<file path="config.mk">
export PLATFORM = sky130hd
export DESIGN_NAME = fetch_queue
export DESIGN_NICKNAME = d
export VERILOG_FILES = /design/src/rtl/fetch_queue.sv
export SDC_FILE = /design/constraint.sdc
export NUM_CORES = 1
export LEC_CHECK = 0
export CORE_AREA = 2 2 215 133
export CTS_CLUSTER_DIAMETER = 80
export DETAILED_ROUTE_END_ITERATION = 7
export DIE_AREA = 0 0 217 135
export SYNTH_ARGS = -nofsm -noshare
export SYNTH_HDL_FRONTEND = slang
export SYNTH_SLANG_ARGS = --single-unit
</file>
<file path="constraint.sdc">
create_clock -name clk -period 3.53 [get_ports clk]
set_input_delay 0.5295 -clock clk [delete_from_list [all_inputs] [get_ports clk]]
set_output_delay 0.5295 -clock clk [all_outputs]
set_load 0.02 [all_outputs]
</file>
<file path="src/rtl/fetch_queue.sv">
`default_nettype none
// ============================================================================
// Module      : fetch_queue
// Description : Fetch-to-decode instruction buffer. Circular FIFO of
//               {pc, instr} pairs with first-word-fall-through head, MIPS
//               field split, and synchronous redirect flush.
//               Optional macro FETCHQ_BYPASS_EN: zero-latency empty-queue bypass.
// Revision    : 1.0 - initial release
// ============================================================================
module fetch_queue #(
    parameter int DEPTH = 4,
    parameter int PTR_W = 2
) (
    input  logic               clk,
    input  logic               reset,
    input  logic               in_valid,
    output logic               in_ready,
    input  logic [31:0]        in_pc,
    input  logic [31:0]        in_instr,
    input  logic               flush,
    output logic               out_valid,
    input  logic               out_ready,
    output logic [31:0]        out_pc,
    output logic [31:0]        out_instr,
    output logic [5:0]         out_opcode,
    output logic [4:0]         out_rs,
    output logic [4:0]         out_rt,
    output logic [4:0]         out_rd,
    output logic [4:0]         out_shamt,
    output logic [5:0]         out_func,
    output logic [15:0]        out_imm,
    output logic [25:0]        out_imm26,
    output logic [PTR_W:0]     count
);

    localparam logic [PTR_W:0]   c_FULL    = (PTR_W + 1)'(DEPTH);
    localparam logic [PTR_W-1:0] c_PTR_ONE = PTR_W'(1);
    localparam logic [PTR_W:0]   c_CNT_ONE = (PTR_W + 1)'(1);

    if ((DEPTH < 2) || (DEPTH != (1 << PTR_W))) begin : g_param_check
        $error("fetch_queue: DEPTH must be a power of two >= 2 and equal 2**PTR_W");
    end

    logic [31:0]      r_mem_pc    [DEPTH];
    logic [31:0]      r_mem_instr [DEPTH];
    logic [PTR_W-1:0] r_wr_ptr;
    logic [PTR_W-1:0] r_rd_ptr;
    logic [PTR_W:0]   r_count;

    logic             w_empty;
    logic             w_full;
    logic             w_bypass_vld;
    logic             w_bypass_take;
    logic             w_wr_en;
    logic             w_rd_en;
    logic [PTR_W:0]   w_count_nxt;
    logic [31:0]      w_head_pc;
    logic [31:0]      w_head_instr;

    assign w_empty = (r_count == '0);
    assign w_full  = (r_count == c_FULL);

`ifdef FETCHQ_BYPASS_EN
    // An empty queue forwards the incoming word straight to decode; if decode
    // takes it the word never touches storage.
    assign w_bypass_vld  = w_empty & in_valid & ~flush;
    assign w_bypass_take = w_bypass_vld & out_ready;
`else
    assign w_bypass_vld  = 1'b0;
    assign w_bypass_take = 1'b0;
`endif

    assign in_ready  = ~w_full;
    assign out_valid = ~w_empty | w_bypass_vld;

    // Flush wins over both handshakes; a consumed bypass word is neither
    // written nor popped.
    assign w_wr_en = in_valid & ~w_full & ~w_bypass_take & ~flush;
    assign w_rd_en = out_valid & out_ready & ~w_empty & ~flush;

    always_comb begin
        w_count_nxt = r_count;
        case ({w_wr_en, w_rd_en})
            2'b10:   w_count_nxt = r_count + c_CNT_ONE;
            2'b01:   w_count_nxt = r_count - c_CNT_ONE;
            default: w_count_nxt = r_count;
        endcase
    end

    always_ff @(posedge clk or negedge reset) begin
        if (!reset) begin
            r_wr_ptr <= '0;
            r_rd_ptr <= '0;
            r_count  <= '0;
        end else if (flush) begin
            r_wr_ptr <= '0;
            r_rd_ptr <= '0;
            r_count  <= '0;
        end else begin
            if (w_wr_en) begin
                r_wr_ptr <= r_wr_ptr + c_PTR_ONE;
            end
            if (w_rd_en) begin
                r_rd_ptr <= r_rd_ptr + c_PTR_ONE;
            end
            r_count <= w_count_nxt;
        end
    end

    // Storage carries no reset; occupancy alone defines which entries are live.
    always_ff @(posedge clk) begin
        if (w_wr_en) begin
            r_mem_pc[r_wr_ptr]    <= in_pc;
            r_mem_instr[r_wr_ptr] <= in_instr;
        end
    end

    assign w_head_pc    = r_mem_pc[r_rd_ptr];
    assign w_head_instr = r_mem_instr[r_rd_ptr];

    // Bubbles present pc 0 and a nop so decode never sees stale data.
    always_comb begin
        out_pc    = 32'h0000_0000;
        out_instr = 32'h0000_0000;
        if (!w_empty) begin
            out_pc    = w_head_pc;
            out_instr = w_head_instr;
        end else if (w_bypass_vld) begin
            out_pc    = in_pc;
            out_instr = in_instr;
        end
    end

    assign out_opcode = out_instr[31:26];
    assign out_rs     = out_instr[25:21];
    assign out_rt     = out_instr[20:16];
    assign out_rd     = out_instr[15:11];
    assign out_shamt  = out_instr[10:6];
    assign out_func   = out_instr[5:0];
    assign out_imm    = out_instr[15:0];
    assign out_imm26  = out_instr[25:0];
    assign count      = r_count;

endmodule
`default_nettype wire

</file>
## Word level (Yosys, flattened, before mapping)

Memories as Yosys holds them, arrays and structs flattened.
Cells that the tools add are included.

| cells by class | value |
|---|---|
| add/subtract/negate cells | 4 |
| equal/unequal tests | 3 |
| muxes and demuxes | 10 |
| bitwise logic cells | 8 |
| reductions and logical operators | 4 |

Operators by type and width:

| operator | number |
|---|---|
| 32-bit two-way mux | 2 |
| 2-bit two-way mux | 4 |
| 3-bit case mux with 2 select lines | 1 |
| 1-bit AND | 5 |
| 2-bit by 1-bit adder with 2-bit output, second input constant | 2 |
| 2-bit nonzero test | 2 |
| 3-bit by 1-bit adder with 3-bit output, second input constant | 1 |
| 3-bit == test, second input constant | 1 |
| 3-bit logical NOT | 1 |
| 3-bit two-way mux | 1 |
| 1-bit inverter | 3 |
| 3-bit nonzero test | 1 |
| 3-bit by 1-bit subtractor with 3-bit output, second input constant | 1 |
| 2-bit by 1-bit == test with 1-bit output, second input constant | 1 |
| 2-bit == test, second input constant | 1 |
| 1-bit two-way mux | 2 |

| storage, ports and cells | value |
|---|---|
| register bits after elaboration | 7 |
| bits in writable memories | 256 |
| input bits | 69 |
| output and inout bits | 143 |
| word-level logic and storage cells | 34 |
| memories | 2 |

Memory list:

| memory | depth | width | rd ports | clocked after memory_dff | write ports | line | text |
|---|---|---|---|---|---|---|---|
| r_mem_instr | 4 | 32 | 1 | 0 | 1 | 45 | `logic [31:0] r_mem_instr [DEPTH];` |
| r_mem_pc | 4 | 32 | 1 | 0 | 1 | 44 | `logic [31:0] r_mem_pc [DEPTH];` |

## Depth between registers and ports, before layout

| logic depth | value |
|---|---|
| word-level depth | 8 |
| mapped depth | 7 |
| mapped depth without buffers | 6 |

## Worst setup path before layout

OpenSTA, ideal clock, no wires.

| path | value |
|---|---|
| path kind | reg2reg |
| from | register r_count[1], in the netlist count[1] |
| to | memory r_mem_instr[0][0] (enable) |
| library setup time | 0.429 ns |
| arrival time | 2.637 ns |
| required time | 3.101 ns |
| path slack | 0.464 ns |
| cell stages (with the launch flop) | 5 |
| path buffers | 1 |
| clock period less this slack | 3.066 ns |
| cells stage by stage | dfrtp_1 -> buf_2 -> nor3b_1 -> inv_1 -> and3_1 |

| between the ends | value |
|---|---|
| longest elaborated chain between the ends | 6 |

Ends and longest elaborated chain:

| item | line | text |
|---|---|---|
| start: declaration | 48 | `logic [PTR_W:0] r_count;` |
| start signal: assignment | 106 | `r_count <= w_count_nxt;` |
| 3-bit == test | 61 | `assign w_full = (r_count == c_FULL);` |
| 1-bit inverter | -- |  |
| via in_ready | 17 | `output logic in_ready,` |
| 1-bit AND (2 in a row) | 78 | `assign w_wr_en = in_valid & ~w_full & ~w_bypass_take & ~flush;` |
| 1-bit two-way mux | 112 | `if (w_wr_en) begin` |
| 1-bit two-way mux (implied by the code) | 114 | `r_mem_instr[r_wr_ptr] <= in_instr;` |
| end: declaration | 45 |  |

The timed path passes the listed nets, and every way through them passes these cells.

## Worst setup path in the final report

| path | value |
|---|---|
| from | register r_rd_ptr[0] |
| to | output out_imm26[7] |

| between the ends | value |
|---|---|
| longest elaborated chain between the ends | 2 |

Ends and longest elaborated chain:

| item | line | text |
|---|---|---|
| start: declaration | 47 | `logic [PTR_W-1:0] r_rd_ptr;` |
| start signal: assignment | 104 | `r_rd_ptr <= r_rd_ptr + c_PTR_ONE;` |
| memory 4 x 32 bit | -- |  |
| 32-bit two-way mux | 125 | `if (!w_empty) begin` |
| end: declaration | 32 | `output logic [25:0] out_imm26,` |

No other way between the ends.

==> flow_summary.yaml <==
worst_setup_path:
  r2r-start: "count[1]"
  ff2ff_setup_slack_ps: 1170
  crit_required_ps: 3000
  cp_slowest_stage_delay_ps: 640
  cp-startpoint: "r_rd_ptr[0]"
  cp_top_family: "buffers and inverters"
  path_class: "reg -> out"
  worst-endpoint-arrival_ps: 2770
  slowest_stage: "dfrtp_4"
  worstPathCellList: "buf_12 > mux4_2 > and2_1 > clkdlybuf4s50_1"
  cp-start-kind: "flip-flop"
  end_kind: "output port"
  critPathBufInv: 2
  crit_fanout: 26
timing:
  fin_worst_skew_ps: 5.938
  hold_viol_final: 0
  slew_viol_final: 0
  setup_viol: 0
  worst_pin_slew_ps: 501.7
  finalCriticalPeriod_ps: 3303
  slew_headroom_pct: 66.55
  rsz0062_at_grt: "no"
  max_freq_mhz: 302.7
  finalCritPeriodShare_pct: 93.58
  hold-worst-slack_ps: 319.6
  fin_setup_tns_ps: 0
power_and_ir_drop:
  pwr_density_cell_nw_per_um2: 677.4
  p_leak_nw: 4.342
  ir_drop_uv: 507.6
global_route:
  grt_pass1_wl_mm: 32.60
  globalRouteOverflowTotal: 0
  globalRouteTotalUtil_pct: 14.67
  grt_pass1_vias: 5765
  grt_max_degree: 66
  grt_antenna_before_repair: 2
finish:
  nNetsFinal: 770
  area_growth_pct: 27.26
  fill_cells: 2215
  layout-drive-gt1-share_pct: 17.11
detailed_routing:
  drc: 0
  num_vias: 5303
  wl_per_cell_um: 19.85
  drt-initial-drc-count: 295
  antenna_left: 0
  viasPerCell: 4.901
  dr.pass1.iters: 5
  wl_mm: 21.48
logic_synthesis:
  synth.most_common_cell: "edfxtp_1"
  syn_area_per_cell_um2: 19.81
  synth_top_area_share_pct: 71.33
  ys_seq_area_share_pct: 72.96
  synth_fa_ha_area_share_pct: 0.6502
  synth_area_leaders: "edfxtp_1 (71%), mux4_2 (13%), buf_4 (5.2%)"
  yosys-mux-area-fraction_pct: 13.48
  yosys.area.top_type: "edfxtp_1"
  synth_ff_type: "edfxtp_1"
  ys_warn_count: 0
  synth_compound_area_share_pct: 1.173
  synth_cell_types: 38
  synth-simple-area-share_pct: 4.725
  mappedNetlistArea_um2: 10780
  syn_inst: 544
  ys_ff_latch: 263
  synth_edf_count: 256
  syn_nets: 618
  synthXorXnorAreaFrac_pct: 0.2438
  synth_top_family_by_area: "multiplexers"
  synth_common_cells: "edfxtp_1 (256), buf_4 (74), and2_1 (64), mux4_2 (64), buf_2 (12)"
  async_reset_ff_share_pct: 2.662
clock_tree:
  cts_buffer_depth: 3
  cts_buffers: 26
  cts_root_buffer: "clkbuf_16"
  cts.sinks: 263
  htree_levels: 1
  clock_latency_ps: 520
  path_clk_slew_ps: 60
  cts_tree: "built"
floorplanning:
  start_util_pct: 39.67
  dieArea_um2: 29300
  die-height_um: 135
  die_w_um: 217
  rows: 47
  io_pins: 212
  core_um2: 27170
min_path:
  hp-class: "in -> async"
run_status:
  status: "complete, no violations"
placement:
  hpwlAfterDp_mm: 13.79
  gp_congestion: 0.6937
  port_buffers: 211
job:
  drv_cap: 0
power breakdown:
part	internal, mW	switching (mW)	total [mW]
combinational	1.52	1.53	3.04
clock	1.53	1.07	2.60
sequential	3.55	0.0991	3.65
total	6.60	2.69	9.29
metrics by stage:
stage / power, mW / area, um^2 / setup WS, ps / instances / util [%]
after detailed placement: 6.805 / 12900 / 653.5 / 1035 / 47.47
after global routing: 9.691 / 13710 / 76.22 / 1080 / 50.46
after CTS: 9.430 / 13710 / 67.09 / 1080 / 50.45
after floorplan: 5.735 / 10780 / 463.9 / 544 / -
final: 9.290 / 13710 / 226.5 / 1082 / 50.48
after global placement: 6.776 / 12900 / 700.0 / 1035 / 47.47
timing repair:
action                     in CTS  in global routing
setup buffers                   0                  0
resized for setup               0                  1
setup endpoints to repair       0                 75
hold buffers                    0                  0
logic make-up (layout without fill, tap and decap cells):
| kind of cell | count (synthesis) | in the layout |
|---|---|---|
| XOR/XNOR | 3 | 3 |
| multiplexers | 65 | 65 |
| AND/OR/NAND/NOR | 85 | 85 |
| adder cells (fa/ha/maj) | 5 | 5 |
| flip-flops | 263 | 263 |
| buffers and inverters | 106 | 275 |
| other | 0 | 2 |
| AO/OA/AOI/OAI | 17 | 17 |
worst reg2reg max path: cells and delay by family, from the launching register on:
family | cells | cell delay [ps]
flops | 1 | 560
compound gates | 2 | 610
fa+ha+maj | 1 | 440
simple gates | 2 | 670
cell usage in the layout, fill, tap and decap left out, types with 2 or more instances in the layout:
master / instances
a21oi_1: 4
and2_1: 64
and3_4: 4
buf_12: 10
buf_4: 3
bufinv_16: 2
clkbuf_1: 4
clkbuf_16: 27
clkdlybuf4s50_1: 211
clkinv_1: 7
clkinv_2: 3
dfrtp_1: 5
dfrtp_4: 2
diode_2: 2
edfxtp_1: 256
ha_1: 4
inv_1: 5
mux4_2: 64
nand2_1: 3
nand2b_1: 2
nand3_1: 3
nor2_1: 5
o21ai_0: 2
xor2_1: 2
layer usage:
layer | vias to the layer above | share of wire, % | GRT usage, %
li1 | 2371 | - | -
met1 | 2714 | 45 | 19.96
met2 | 184 | 47 | 24.26
met3 | 34 | 6.4 | 3.423
met4 | 0 | 1.8 | 3.158
met5 | - | 0 | 0.1667
flip-flops by register name (all words and copies together) (netlist names):
name and flops:
r_mem_instr 128, r_wr_ptr 2, count 3, r_mem_pc 128
r_rd_ptr 2
layout make-up:
cell class	count	area, um^2	area share, %
Antenna cell	2	5.005	0.03649
Clock inverter	14	118.9	0.8667
Timing Repair Buffer	225	2346	17.11
Sequential cell	263	7870	57.39
Multi-Input combinational cell	175	2206	16.08
Inverter	5	18.77	0.1368
Clock buffer	31	690.7	5.036
Tap cell	367	459.2	3.348
final timing paths:
kind,end,cells past startpoint
worst max-delay path,out_imm26[7],4
worst min-delay path,r_rd_ptr[0],1
worst max register to register,count[2],5
worst min register to register,r_wr_ptr[1],2
max in group asynchronous,r_rd_ptr[1],1
min in group clk,r_wr_ptr[1],2
No activity file was read; power rests on OpenSTA's default activity.
==> patch: new RTL, config.mk and constraints unchanged <==
Add a define of `FETCHQ_BYPASS_EN`.
--- a/src/rtl/fetch_queue.sv
+++ b/src/rtl/fetch_queue.sv
@@ -7,6 +7,8 @@
 //               Optional macro FETCHQ_BYPASS_EN: zero-latency empty-queue bypass.
 // Revision    : 1.0 - initial release
 // ============================================================================
+`define FETCHQ_BYPASS_EN
+
 module fetch_queue #(
     parameter int DEPTH = 4,
     parameter int PTR_W = 2
Behaviour: not the same (a bounded check fails within 4 cycles, from zero or initial values and one cycle with reset low).
==> patch against the unedited design <==
  * Final area is 1.2% higher
  * Setup slack lost 0.13 ns
  * Power fell by 15%
  * Routed wire length grew 9.9%
  * Sequential cell count unchanged
  * Die area stayed put
  * Cell count is 0.83% higher
  * Clock power decreased by 2%
  * Synthesized area grew 2.4%
  * Critical path type unchanged
  * Critical endpoint is now out_instr[25]
  * Highest routed layer unchanged
==> patch: results (changes against the unedited design) <==
Worst setup path
  – Worst r2r src: count[1]
  – R2R Setup Slk: 0.57 ns (-0.60 ns)
  – End of the worst register-to-register path: count[2]
  – Worst-path maximum fanout: 39 (+50%)
  – Reg2Reg Depth: 9 (+4)

Worst hold path
  – HP Class: input pin to asynchronous set/reset pin

Route
  – First drt pass iteration count: 5 (unchanged)
  – Max Used Layer: met4
  – Wl on met1: 10,800 microns (+13%)
  – First DRT Iteration DRCs: 413 (+40%)
  – Met3 WL: 1620 microns (+18%)
  – Wirelength per Cell: 21.6 microns (+9.0%)
  – Met2 wire len: 10,800 microns (+7.1%)
  – Drt total wl: 23,600 microns (+9.9%)
  – DR vias/cell: 5.33 (+8.7%)

Clocking
  – Post-CTS setup repair buffer count: 0 (unchanged)
  – Post-CTS sizing: 0 (unchanged)
  – CTS Root Buffer Type: clkbuf_16
  – Clk slew on worst S/H paths: 0.06 ns (about the same)
  – Htree depth: 1 (unchanged)
  – Clk buf depth: 3 (unchanged)
  – Clk_lat worst skew: 0.52 ns (about the same)
  – Clock buffer count from CTS: 26 (unchanged)

Timing
  – Rel. slew slack: 64.3% (-2.3 points)
  – Skew final: 0.00957 ns (+0.00363 ns)
  – Setup TNS: 0 ns (unchanged)

Synth
  – Synth async-reset ratio: 2.66% (unchanged)
  – Syn. warnings: 0 (unchanged)
  – Synth cell types: 33 (-13%)
  – EDFF count, synth: 256 (unchanged)
  – Largest cells by area after synthesis: edfxtp_1 70%, mux4_2 13%, a22o_1 5.1%
  – Syn_nets: 629 (+1.8%)
  – Most used DFF post-synth: edfxtp_1
  – Cells after Synth: 555 (+2.0%)
  – Sequential cell area fraction in the yosys report: 71.2% (-1.7 points)
  – Top cells by count, synth: 256 x edfxtp_1, 74 x buf_4, 64 x a22o_1, 64 x mux4_2, 12 x buf_2

Power and ir drop
  – Peak supply drop: 0.313 mV (-38%)
  – Leakage: 4.52 nW (+4.1%)

Place
  – RD Place Congestion: 0.789 (+14%)
  – IO buf count: 211 (unchanged)
  – Placed insts: 1,044 (+0.87%)
  – Dpl hpwl: 14,800 microns (+7.0%)

Global route
  – Initial antenna violation count: 0 (-2)
  – Pin count of the biggest net entering global routing: 43 (-35%)
  – All-Layer GR Usage: 15.7% (+1.1 points)
  – First-pass GRT wire length: 35,300 microns (+8.4%)
  – Vias in the first global route: 5,924 (+2.8%)

Outcome
  – Status: finished clean

Cells and area
  – Number of nets in the layout: 779 (+1.2%)
  – Share of layout cells above drive strength 1: 17.4% (+0.32 points)
  – Layout fillers: 2,169 (-2.1%)
patch: cell types whose count changed in the layout (fill, tap and decap cells not counted), moves of 5 or more:
cell,unedited run,this run
clkdlybuf4s50_1,211,206
buf_4,3,8
a22o_1,0,64
and2_1,64,0
dlymetal6s2s_1,0,5
patch: logic make-up after synthesis:
family / Yosys count / share of synthesized area (%)
AO/OA/AOI/OAI: 80 / 5.93
XOR/XNOR: 4 / 0.317
adder cells (fa/ha/maj): 5 / 0.635
buffers and inverters: 112 / 7.35
flip-flops: 263 / 71.2
multiplexers: 66 / 13.3
AND/OR/NAND/NOR: 25 / 1.27
patch: final cells by class:
type	instances	area [sq um]	area share (%)
Sequential cell	263	7870	56.7
Timing Repair Buffer	228	2360	17.0
Clock buffer	32	694	5.00
Clock inverter	14	93.8	0.676
Antenna cell	1	2.50	0.0180
Multi-Input combinational cell	180	2370	17.1
Tap cell	367	459	3.31
Inverter	6	22.5	0.162
patch: metal layers:
layer / track usage, % / vias up
met2: 24.2 / 231
met5: 0 / -
li1: - / 2499
met4: 2.78 / 0
met1: 23.5 / 3050
met3: 3.22 / 31
patch: critical path: stages (launching register included):
cell and delay (ns):
dfrtp_1 0.49, or3_2 0.60, nor2_8 0.17, buf_12 0.24, a22o_1 0.23, clkdlybuf4s50_1 0.61
patch: how the worst max path moves through the flow:
stage	startpoint	endpoint	slack, ns	depth (start not counted)
after floorplan	in_valid	r_mem_instr[0][0]	0.40	4
after global placement	in_valid	out_imm26[25]	0.39	6
after detailed placement	in_valid	out_instr[23]	0.26	6
after CTS	count[1]	out_instr[23]	0.06	5
after global routing	count[1]	out_rs[3]	0.004	5
final	count[1]	out_instr[25]	0.09	5
patch: where the power goes:
part           leakage [nW]  internal, mW  total (mW)  switching [mW]
logic                  1.73         0.851        1.74           0.892
registers              2.41          3.51        3.56          0.0452
clock network         0.386          1.46        2.55            1.09
total                  4.52          5.82        7.85            2.03
patch: per-stage QoR:
| step | cell area (sq um) | setup slack, ns | total power, mW | hold WS (ns) |
|---|---|---|---|---|
| 2_1_floorplan | 11000 | 0.397 | 4.76 | 0.234 |
| 3_3_place_gp | 13100 | 0.394 | 5.36 | 0.562 |
| 3_5_place_dp | 13100 | 0.261 | 5.39 | 0.603 |
| 4_1_cts | 13900 | 0.0636 | 7.95 | 0.269 |
| 5_1_grt | 13900 | 0.00415 | 8.14 | 0.287 |
| 6_report | 13900 | 0.0928 | 7.85 | 0.275 |
